<file path="config.mk">
export PLATFORM = sky130hd
export DESIGN_NAME = credit_counter_flat
export DESIGN_NICKNAME = d
export VERILOG_FILES = /design/src/rtl/credit_counter_if.sv /design/src/rtl/credit_counter.sv /design/src/flat_wrapper.sv
export SDC_FILE = /design/constraint.sdc
export NUM_CORES = 1
export LEC_CHECK = 0
export BUFFER_PORTS_ARGS = -buffer_cell sky130_fd_sc_hd__buf_2
export CORE_ASPECT_RATIO = 0.9
export CORE_MARGIN = 1
export CORE_UTILIZATION = 40
export DETAILED_ROUTE_END_ITERATION = 7
export HOLD_SLACK_MARGIN = 0.12
export PLACE_DENSITY = 0.68
export SLEW_MARGIN = 40
export SYNTH_ARGS = -nofsm -noshare
export SYNTH_HDL_FRONTEND = slang
export SYNTH_SLANG_ARGS = --single-unit
</file>
<file path="constraint.sdc">
create_clock -name clk -period 4.7 [get_ports clk]
set_input_delay 0.94 -clock clk [delete_from_list [all_inputs] [get_ports clk]]
set_output_delay 0.94 -clock clk [all_outputs]
set_load 0.03 [all_outputs]
</file>
<file path="src/rtl/credit_counter_if.sv">
// credit_counter_if: bundles the coin/start/game-control inputs and the
// credit-display / game-control outputs of credit_counter.
// master = the environment driving keys and consuming outputs,
// slave  = the credit_counter itself.
interface credit_counter_if;
  logic       coinKey;
  logic       startKey;
  logic       gameOver;
  logic [3:0] credits;
  logic       coinAccepted;
  logic       startGranted;
  logic       playing;

  modport master (
    output coinKey,
    output startKey,
    output gameOver,
    input  credits,
    input  coinAccepted,
    input  startGranted,
    input  playing
  );

  modport slave (
    input  coinKey,
    input  startKey,
    input  gameOver,
    output credits,
    output coinAccepted,
    output startGranted,
    output playing
  );
endinterface

</file>
<file path="src/rtl/credit_counter.sv">
// credit_counter: debounces the coin key, keeps a saturating one-digit credit
// count, grants game starts by spending a credit and tracks ATTRACT/PLAYING.
// All outputs come straight from flops.
// Optional feature macro: FREE_PLAY_EN -- credits pinned at MAX_CREDITS and
// starts never consume a credit.
module credit_counter #(
  parameter int DEBOUNCE_CYCLES = 500000,
  parameter int MAX_CREDITS     = 9,
  parameter int COIN_VALUE      = 1
) (
  input  logic              clk,
  input  logic              reset,
  credit_counter_if.slave   bus
);

  localparam int                CNT_W    = $clog2(DEBOUNCE_CYCLES + 1);
  localparam logic [CNT_W-1:0]  CNT_LAST = CNT_W'(DEBOUNCE_CYCLES - 1);
  localparam logic [CNT_W-1:0]  CNT_TOP  = CNT_W'(DEBOUNCE_CYCLES);
  localparam logic [4:0]        MAX5     = 5'(MAX_CREDITS);
  localparam logic [4:0]        COIN5    = 5'(COIN_VALUE);
`ifdef FREE_PLAY_EN
  localparam logic [3:0]        CRED_RST = 4'(MAX_CREDITS);
`else
  localparam logic [3:0]        CRED_RST = 4'd0;
`endif

  typedef enum logic [0:0] {
    ATTRACT = 1'b0,
    PLAYING = 1'b1
  } state_t;

  state_t           state;
  state_t           nextState;
  logic             syncMeta;
  logic             coinSync;
  logic [CNT_W-1:0] debCnt;
  logic             armed;
  logic             startKeyQ;
  logic [3:0]       creditsQ;
  logic             coinAcceptedQ;
  logic             startGrantedQ;
  logic             playingQ;

  logic             coinFire;
  logic             startPress;
  logic             grant;
  logic [4:0]       credWithCoin;
  logic [3:0]       creditsNext;

  // Two-flop synchronizer for the asynchronous coin key plus the start-key edge register.
  always_ff @(posedge clk) begin
    if (reset) begin
      syncMeta  <= 1'b0;
      coinSync  <= 1'b0;
      startKeyQ <= 1'b0;
    end else begin
      syncMeta  <= bus.coinKey;
      coinSync  <= syncMeta;
      startKeyQ <= bus.startKey;
    end
  end

  // Debounce counter: counts a stable synchronized press, disarms after one coin until release.
  always_ff @(posedge clk) begin
    if (reset) begin
      debCnt <= '0;
      armed  <= 1'b1;
    end else if (!coinSync) begin
      debCnt <= '0;
      armed  <= 1'b1;
    end else if (armed) begin
      if (debCnt != CNT_TOP) begin
        debCnt <= debCnt + CNT_W'(1);
      end
      if (coinFire) begin
        armed <= 1'b0;
      end
    end
  end

  // Coin event, start edge, grant decision, next FSM state and next credit count.
  always_comb begin
    coinFire     = armed && coinSync && (debCnt == CNT_LAST);
    startPress   = bus.startKey && !startKeyQ;
    credWithCoin = {1'b0, creditsQ} + (coinFire ? COIN5 : 5'd0);
    grant        = 1'b0;
    nextState    = state;
    creditsNext  = creditsQ;
    case (state)
      ATTRACT: begin
`ifdef FREE_PLAY_EN
        if (startPress) begin
`else
        // The coin of this cycle counts before the start is judged.
        if (startPress && (credWithCoin != 5'd0)) begin
`endif
          grant     = 1'b1;
          nextState = PLAYING;
        end else begin
          nextState = ATTRACT;
        end
      end
      PLAYING: begin
        if (bus.gameOver) begin
          nextState = ATTRACT;
        end else begin
          nextState = PLAYING;
        end
      end
      default: begin
        nextState = ATTRACT;
      end
    endcase
`ifdef FREE_PLAY_EN
    creditsNext = 4'(MAX_CREDITS);
`else
    if ((credWithCoin - (grant ? 5'd1 : 5'd0)) > MAX5) begin
      creditsNext = MAX5[3:0];
    end else begin
      creditsNext = 4'(credWithCoin - (grant ? 5'd1 : 5'd0));
    end
`endif
  end

  // FSM state register and registered outputs.
  always_ff @(posedge clk) begin
    if (reset) begin
      state         <= ATTRACT;
      creditsQ      <= CRED_RST;
      coinAcceptedQ <= 1'b0;
      startGrantedQ <= 1'b0;
      playingQ      <= 1'b0;
    end else begin
      state         <= nextState;
      creditsQ      <= creditsNext;
      coinAcceptedQ <= coinFire;
      startGrantedQ <= grant;
      playingQ      <= (nextState == PLAYING);
    end
  end

  assign bus.credits      = creditsQ;
  assign bus.coinAccepted = coinAcceptedQ;
  assign bus.startGranted = startGrantedQ;
  assign bus.playing      = playingQ;

endmodule

</file>
<file path="src/flat_wrapper.sv">
// flat-port wrapper written by rule: the top's interface ports become plain ports
module credit_counter_flat 
#(
  parameter int DEBOUNCE_CYCLES = 500000,
  parameter int MAX_CREDITS     = 9,
  parameter int COIN_VALUE      = 1
)
  (clk, reset, bus_coinKey, bus_startKey, bus_gameOver, bus_credits, bus_coinAccepted, bus_startGranted, bus_playing);
  credit_counter_if bus_i ();
  input  logic clk;
  input  logic reset;
  input wire logic [$bits(bus_i.coinKey)-1:0] bus_coinKey;
  input wire logic [$bits(bus_i.startKey)-1:0] bus_startKey;
  input wire logic [$bits(bus_i.gameOver)-1:0] bus_gameOver;
  output wire logic [$bits(bus_i.credits)-1:0] bus_credits;
  output wire logic [$bits(bus_i.coinAccepted)-1:0] bus_coinAccepted;
  output wire logic [$bits(bus_i.startGranted)-1:0] bus_startGranted;
  output wire logic [$bits(bus_i.playing)-1:0] bus_playing;
  assign bus_i.coinKey = bus_coinKey;
  assign bus_i.startKey = bus_startKey;
  assign bus_i.gameOver = bus_gameOver;
  assign bus_credits = bus_i.credits;
  assign bus_coinAccepted = bus_i.coinAccepted;
  assign bus_startGranted = bus_i.startGranted;
  assign bus_playing = bus_i.playing;
  credit_counter #(.DEBOUNCE_CYCLES(DEBOUNCE_CYCLES), .MAX_CREDITS(MAX_CREDITS), .COIN_VALUE(COIN_VALUE)) u_core (.clk(clk), .reset(reset), .bus(bus_i));
endmodule
</file>
* Word-level counts from Yosys, hierarchy flattened
Cells that the tools add are included.
** Word-level totals
- Bits in registers :: 30
- Logic and storage cells :: 36
** Cells by class
- Equal/unequal tests :: 2
- Bitwise gates (word level) :: 2
- Reductions and logical operators :: 9
- $lt $le $gt $ge :: 1
- $add $sub $neg :: 3
- Mux-type cells :: 9
** Operators with widths (number)
- $add 19x1->19 const B :: 1
- $eq 19x19->1 const B :: 1
- $ne 19x19->1 const B :: 1
- $mux 1 :: 7
- $add 4x5->5 :: 1
- $gt 5x4->1 const B :: 1
- $reduce_bool 5->1 :: 1
- $sub 5x5->5 :: 1
- $logic_and 1x1->1 :: 4
- $mux 4 :: 1
- $reduce_or 2->1 :: 2
- $not 1->1 :: 2
- $pmux 1 s2 :: 1
- $reduce_and 2->1 :: 1
- $logic_not 1->1 :: 1

* Longest topological paths before layout
- Word-level depth :: 12
- Depth in mapped cells :: 18
- Gate-level depth less buffers :: 18

* Worst setup path after synthesis
Ideal clock, no wire load.
- Path kind :: reg-to-reg
- Start :: register u_core.debCnt[9]
- End :: register u_core.creditsQ[2], in the netlist u_core.bus.credits[2]
- Setup slack :: 1.366 ns
- Arrival time :: 3.201 ns
- Clock period less this slack :: 3.334 ns
- Buffers on the path :: 0
- Stages on the path, launching flop included :: 19
- Path through :: dfxtp_1 nor4b_1 nand4_1 or4b_4 nor2_1 ha_1 ha_1 nand2_1 o21ai_0 nand4_1 nand3_1 inv_1 ha_1 ha_1 and3_1 o22ai_1 o21ai_0 nand2_1 nor3_1
** Between the ends
- Cells in the longest elaborated chain, start to end :: 12
** RTL lines
- start: declaration :: RTL line credit_counter.sv:36 : logic [CNT_W-1:0] debCnt;
- start signal: assignment :: RTL line credit_counter.sv:73 : debCnt <= debCnt + CNT_W'(1);
- $eq 19x19->1 * :: RTL line credit_counter.sv:83 : coinFire = armed && coinSync && (debCnt == CNT_LAST);
- $logic_and 1x1->1 * :: RTL line credit_counter.sv:83
- via u_core.coinFire :: RTL line credit_counter.sv:44 : logic coinFire;
- $mux 1 * :: RTL line credit_counter.sv:85 : credWithCoin = {1'b0, creditsQ} + (coinFire ? COIN5 : 5'd0);
- $add 4x5->5 * :: RTL line credit_counter.sv:85
- $reduce_bool 5->1 * :: RTL line credit_counter.sv:95 : if (startPress && (credWithCoin != 5'd0)) begin
- $logic_and 1x1->1 * :: RTL line credit_counter.sv:95
- $mux 1 * :: RTL line credit_counter.sv:95
- $mux 1 * :: RTL line credit_counter.sv:89 : case (state)
- via u_core.grant :: RTL line credit_counter.sv:46 : logic grant;
- $mux 1 * :: RTL line credit_counter.sv:117, credit_counter.sv:120
- $sub 5x5->5 * :: RTL line credit_counter.sv:120 : creditsNext = 4'(credWithCoin - (grant ? 5'd1 : 5'd0));
- $gt 5x4->1 :: RTL line credit_counter.sv:117 : if ((credWithCoin - (grant ? 5'd1 : 5'd0)) > MAX5) begin
- $reduce_or 2->1 (no source line)
- end signal: assignment :: RTL line credit_counter.sv:135 : creditsQ <= creditsNext;
- end: declaration :: RTL line credit_counter.sv:39 : logic [3:0] creditsQ;
Mark *: on every way through the listed nets, which the timed path passes. The rest lies on a longest branch.
A chain may end at the register's enable or synchronous reset.

* Worst setup path after layout
Ends and elaborated chain as after synthesis.

==> flow_summary.ini <==
[synthesis]
netlist_area_mm2 = 0.00143
netlist_instances = 165
synth-seq-area-share_pct = 42.1
ys.flop_type = dfxtp_1
synth_edf_count = 0
synthArstFlopShare_pct = 0
yosysWarnings = 0
avgSynthCellArea_um2 = 8.65
ys_seq_elements = 30
synth.distinct_cells = 37
synth_fp_nets = 176

[setup_path]
cp.arrival_ps = 3870
start_kind = flip-flop
crit_top_cell = ha_1
crit_chain = nor4b_1 > nand4_1 > or4b_4 > nor2_1 > ha_1 > ha_1 > nand2_1 > o21ai_0 > nand4_1 > nand3_1 > inv_1 > ha_1 > ha_1 > and3_1 > o22ai_1 > o21ai_0 > nand2_1 > nor3_1
critical_path.max_stage_delay_ps = 570
worstPathRequired_ps = 4850
endpoint_kind = flip-flop
worstSetupPathType = flip-flop to flip-flop
cp_slowest_cell = or4b_4
crit_path_max_fanout = 4

[sta]
max_freq_mhz = 269
setup_viol = 0
tightest_slew_ps = 685
period_minus_slack_ps = 3710
finalCritPeriodShare_pct = 79.0
maxSlewHeadroom_pct = 54.3
rsz0062_at_grt = false
timing.final.ws_setup_ps = 986
slew_violations = 0
clock_skew_ps = 3.74
finalHoldViolations = 0
tns_ps = 0

[final_layout]
area_growth_pct = 11.9
fin_nets = 190
post-route-util_pct = 46.9
drive_gt1_share_pct = 12.8
n_antenna_cell = 0
fin_cells = 223
n_fill_cell = 348

[die]
die_width_um = 65.0
chipHeight_um = 58.7
core_mm2 = 0.00340
dieArea_mm2 = 0.00381
rows = 20
initial_utilization_pct = 41.9
io_pins = 12

[place]
dp_cells = 216
pre_cts_ws_ps = 994
dp_hpwl_um = 1970
port_buffers = 11
gp_congestion = 0.861

[clocking]
hold_buffers = 0
cts_tree = yes
cts_buffers = 5
post_cts_buffers = 0
insertion_delay_ps = 270
post_cts_resized = 0
clockBufferDepth = 2
cts.sinks = 30
path_clk_slew_ps = 60
htreeDepth = 2
cts_root_buf = clkbuf_8

[drt]
firstDrtPassIters = 4
wl_um = 2780
drc = 0
vias_per_cell = 5.23
first_iter_violations = 39
drt-wirelength-per-cell_um = 12.5
vias = 1167
detail-route-antenna-nets = 0

[power]
finalPower_mw = 0.612
power_density_mw_per_mm2 = 383
irDropWorstVdd_mv = 0.143
leakagePower_nw = 0.567

[global_route]
grt_pass1_vias = 1054
grt_first_pass_wirelength_um = 4720
gr-total-overflow = 0
grt_use_total_pct = 16.8
antenna_found_initial = 0
grt_max_degree = 18

[worst_hold_path]
hold_path.class = flip-flop to flip-flop

[run]
cap_violations = 0

[run_status]
status = completed
[state kept, by name (all words and copies together), names as in the netlist]
register	flops
u_core.coinSync	1
u_core.state	1
u_core.bus.startGranted	1
u_core.bus.coinAccepted	1
u_core.armed	1
u_core.bus.credits	4
u_core.startKeyQ	1
u_core.syncMeta	1
u_core.debCnt	19
[path summary, 6_finish.rpt]
kind,from,endpoint,slack [ps],cells after the start
setup / recovery,u_core.debCnt[9]$_SDFFE_PP0P_,u_core.bus.credits[2]$_SDFF_PP0_,990,18
hold / removal,u_core.syncMeta$_SDFF_PP0_,u_core.coinSync$_SDFF_PP0_,440,1
setup reg to reg,u_core.debCnt[9]$_SDFFE_PP0P_,u_core.bus.credits[2]$_SDFF_PP0_,990,18
hold reg to reg,u_core.syncMeta$_SDFF_PP0_,u_core.coinSync$_SDFF_PP0_,440,1
[worst max-delay path: cells and delay by family, from the launching register on]
family | cells | cell delay, ps
compound gates | 3 | 460
fa+ha+maj | 4 | 820
simple gates | 10 | 1920
buf+inv | 1 | 50
flops | 1 | 350
[per-stage QoR]
stage / hold WS, ps / instance area, µm²
2_1_floorplan: 414 / 1430
3_3_place_gp: 427 / 1520
3_5_place_dp: 429 / 1520
4_1_cts: 450 / 1600
5_1_grt: 462 / 1600
6_report: 442 / 1600
[per-layer routing]
metal / share of wire, % / vias to the layer above / global-route usage (%) / routed length (µm)
met1: 45 / 531 / 20.1 / 1250
met2: 48 / 28 / 28.0 / 1340
met4: 0.90 / 0 / 6.67 / 25
met5: 0 / - / 0 / 0
li1: - / 606 / - / -
met3: 5.8 / 2 / 5.43 / 162
[layout make-up]
| class | count | area [µm²] | share of cell area [%] |
|---|---|---|---|
| multi-input combinational | 120 | 769 | 48.2 |
| clock buffer | 7 | 76.3 | 4.78 |
| timing repair buffer | 11 | 55.1 | 3.45 |
| inverter | 11 | 41.3 | 2.58 |
| tap | 44 | 55.1 | 3.45 |
| sequential | 30 | 601 | 37.6 |
[cells by family (layout without fill, tap and decap cells)]
family / count (synthesis) / after routing / share of synthesized area, %
XOR/XNOR: 16 / 16 / 9.82
AND/OR/NAND/NOR: 78 / 78 / 30.2
AO/OA/AOI/OAI: 20 / 20 / 8.59
flip-flops: 30 / 30 / 42.1
buffers and inverters: 15 / 29 / 4.03
adder cells (fa/ha/maj): 6 / 6 / 5.26
[layout by cell type (no fill, tap or decap), types with 2 or more instances in the layout]
master    Yosys  final
nand3_1       7      7
nand2_1      13     13
and3_1        2      2
clkbuf_8      0      5
o21ai_0       5      5
clkbuf_1      3      2
ha_1          6      6
nor2_1       18     18
or4_1         3      3
inv_1        11     11
or2_2         2      2
nor2b_1       4      4
buf_2         1     11
nand4_1       7      7
dfxtp_1      30     30
nor3_1        5      5
nor4_1        3      3
nand2b_1      2      2
xor2_1        7      7
o31ai_1       3      3
or3_1         3      3
xnor2_1       9      9
a21oi_1       6      6
[synth_stat cells (all sizes together), types with 2 or more instances]
master / number / share of area, %
nor4: 3 / 1.3
nor2b: 4 / 1.8
ha: 6 / 5.3
nand2: 13 / 3.4
nand4: 7 / 3.1
nand2b: 3 / 1.8
nand3: 8 / 3.2
or2: 2 / 0.88
dfxtp: 30 / 42
nor3: 6 / 2.5
o31ai: 3 / 1.6
nor2: 18 / 4.7
o21ai: 6 / 2.4
inv: 11 / 2.9
or4: 3 / 1.6
and3: 2 / 0.88
clkbuf: 3 / 0.79
a21oi: 6 / 2.1
or3: 3 / 1.3
xnor2: 9 / 5.5
xor2: 7 / 4.3
[power by group]
group	total, mW	leakage (nW)	internal (mW)	switching, mW
Sequential	0.285	0.243	0.271	0.0137
Combinational	0.140	0.286	0.0498	0.0901
Clock	0.187	0.0383	0.102	0.0853
(Power assumes the default switching activity.)
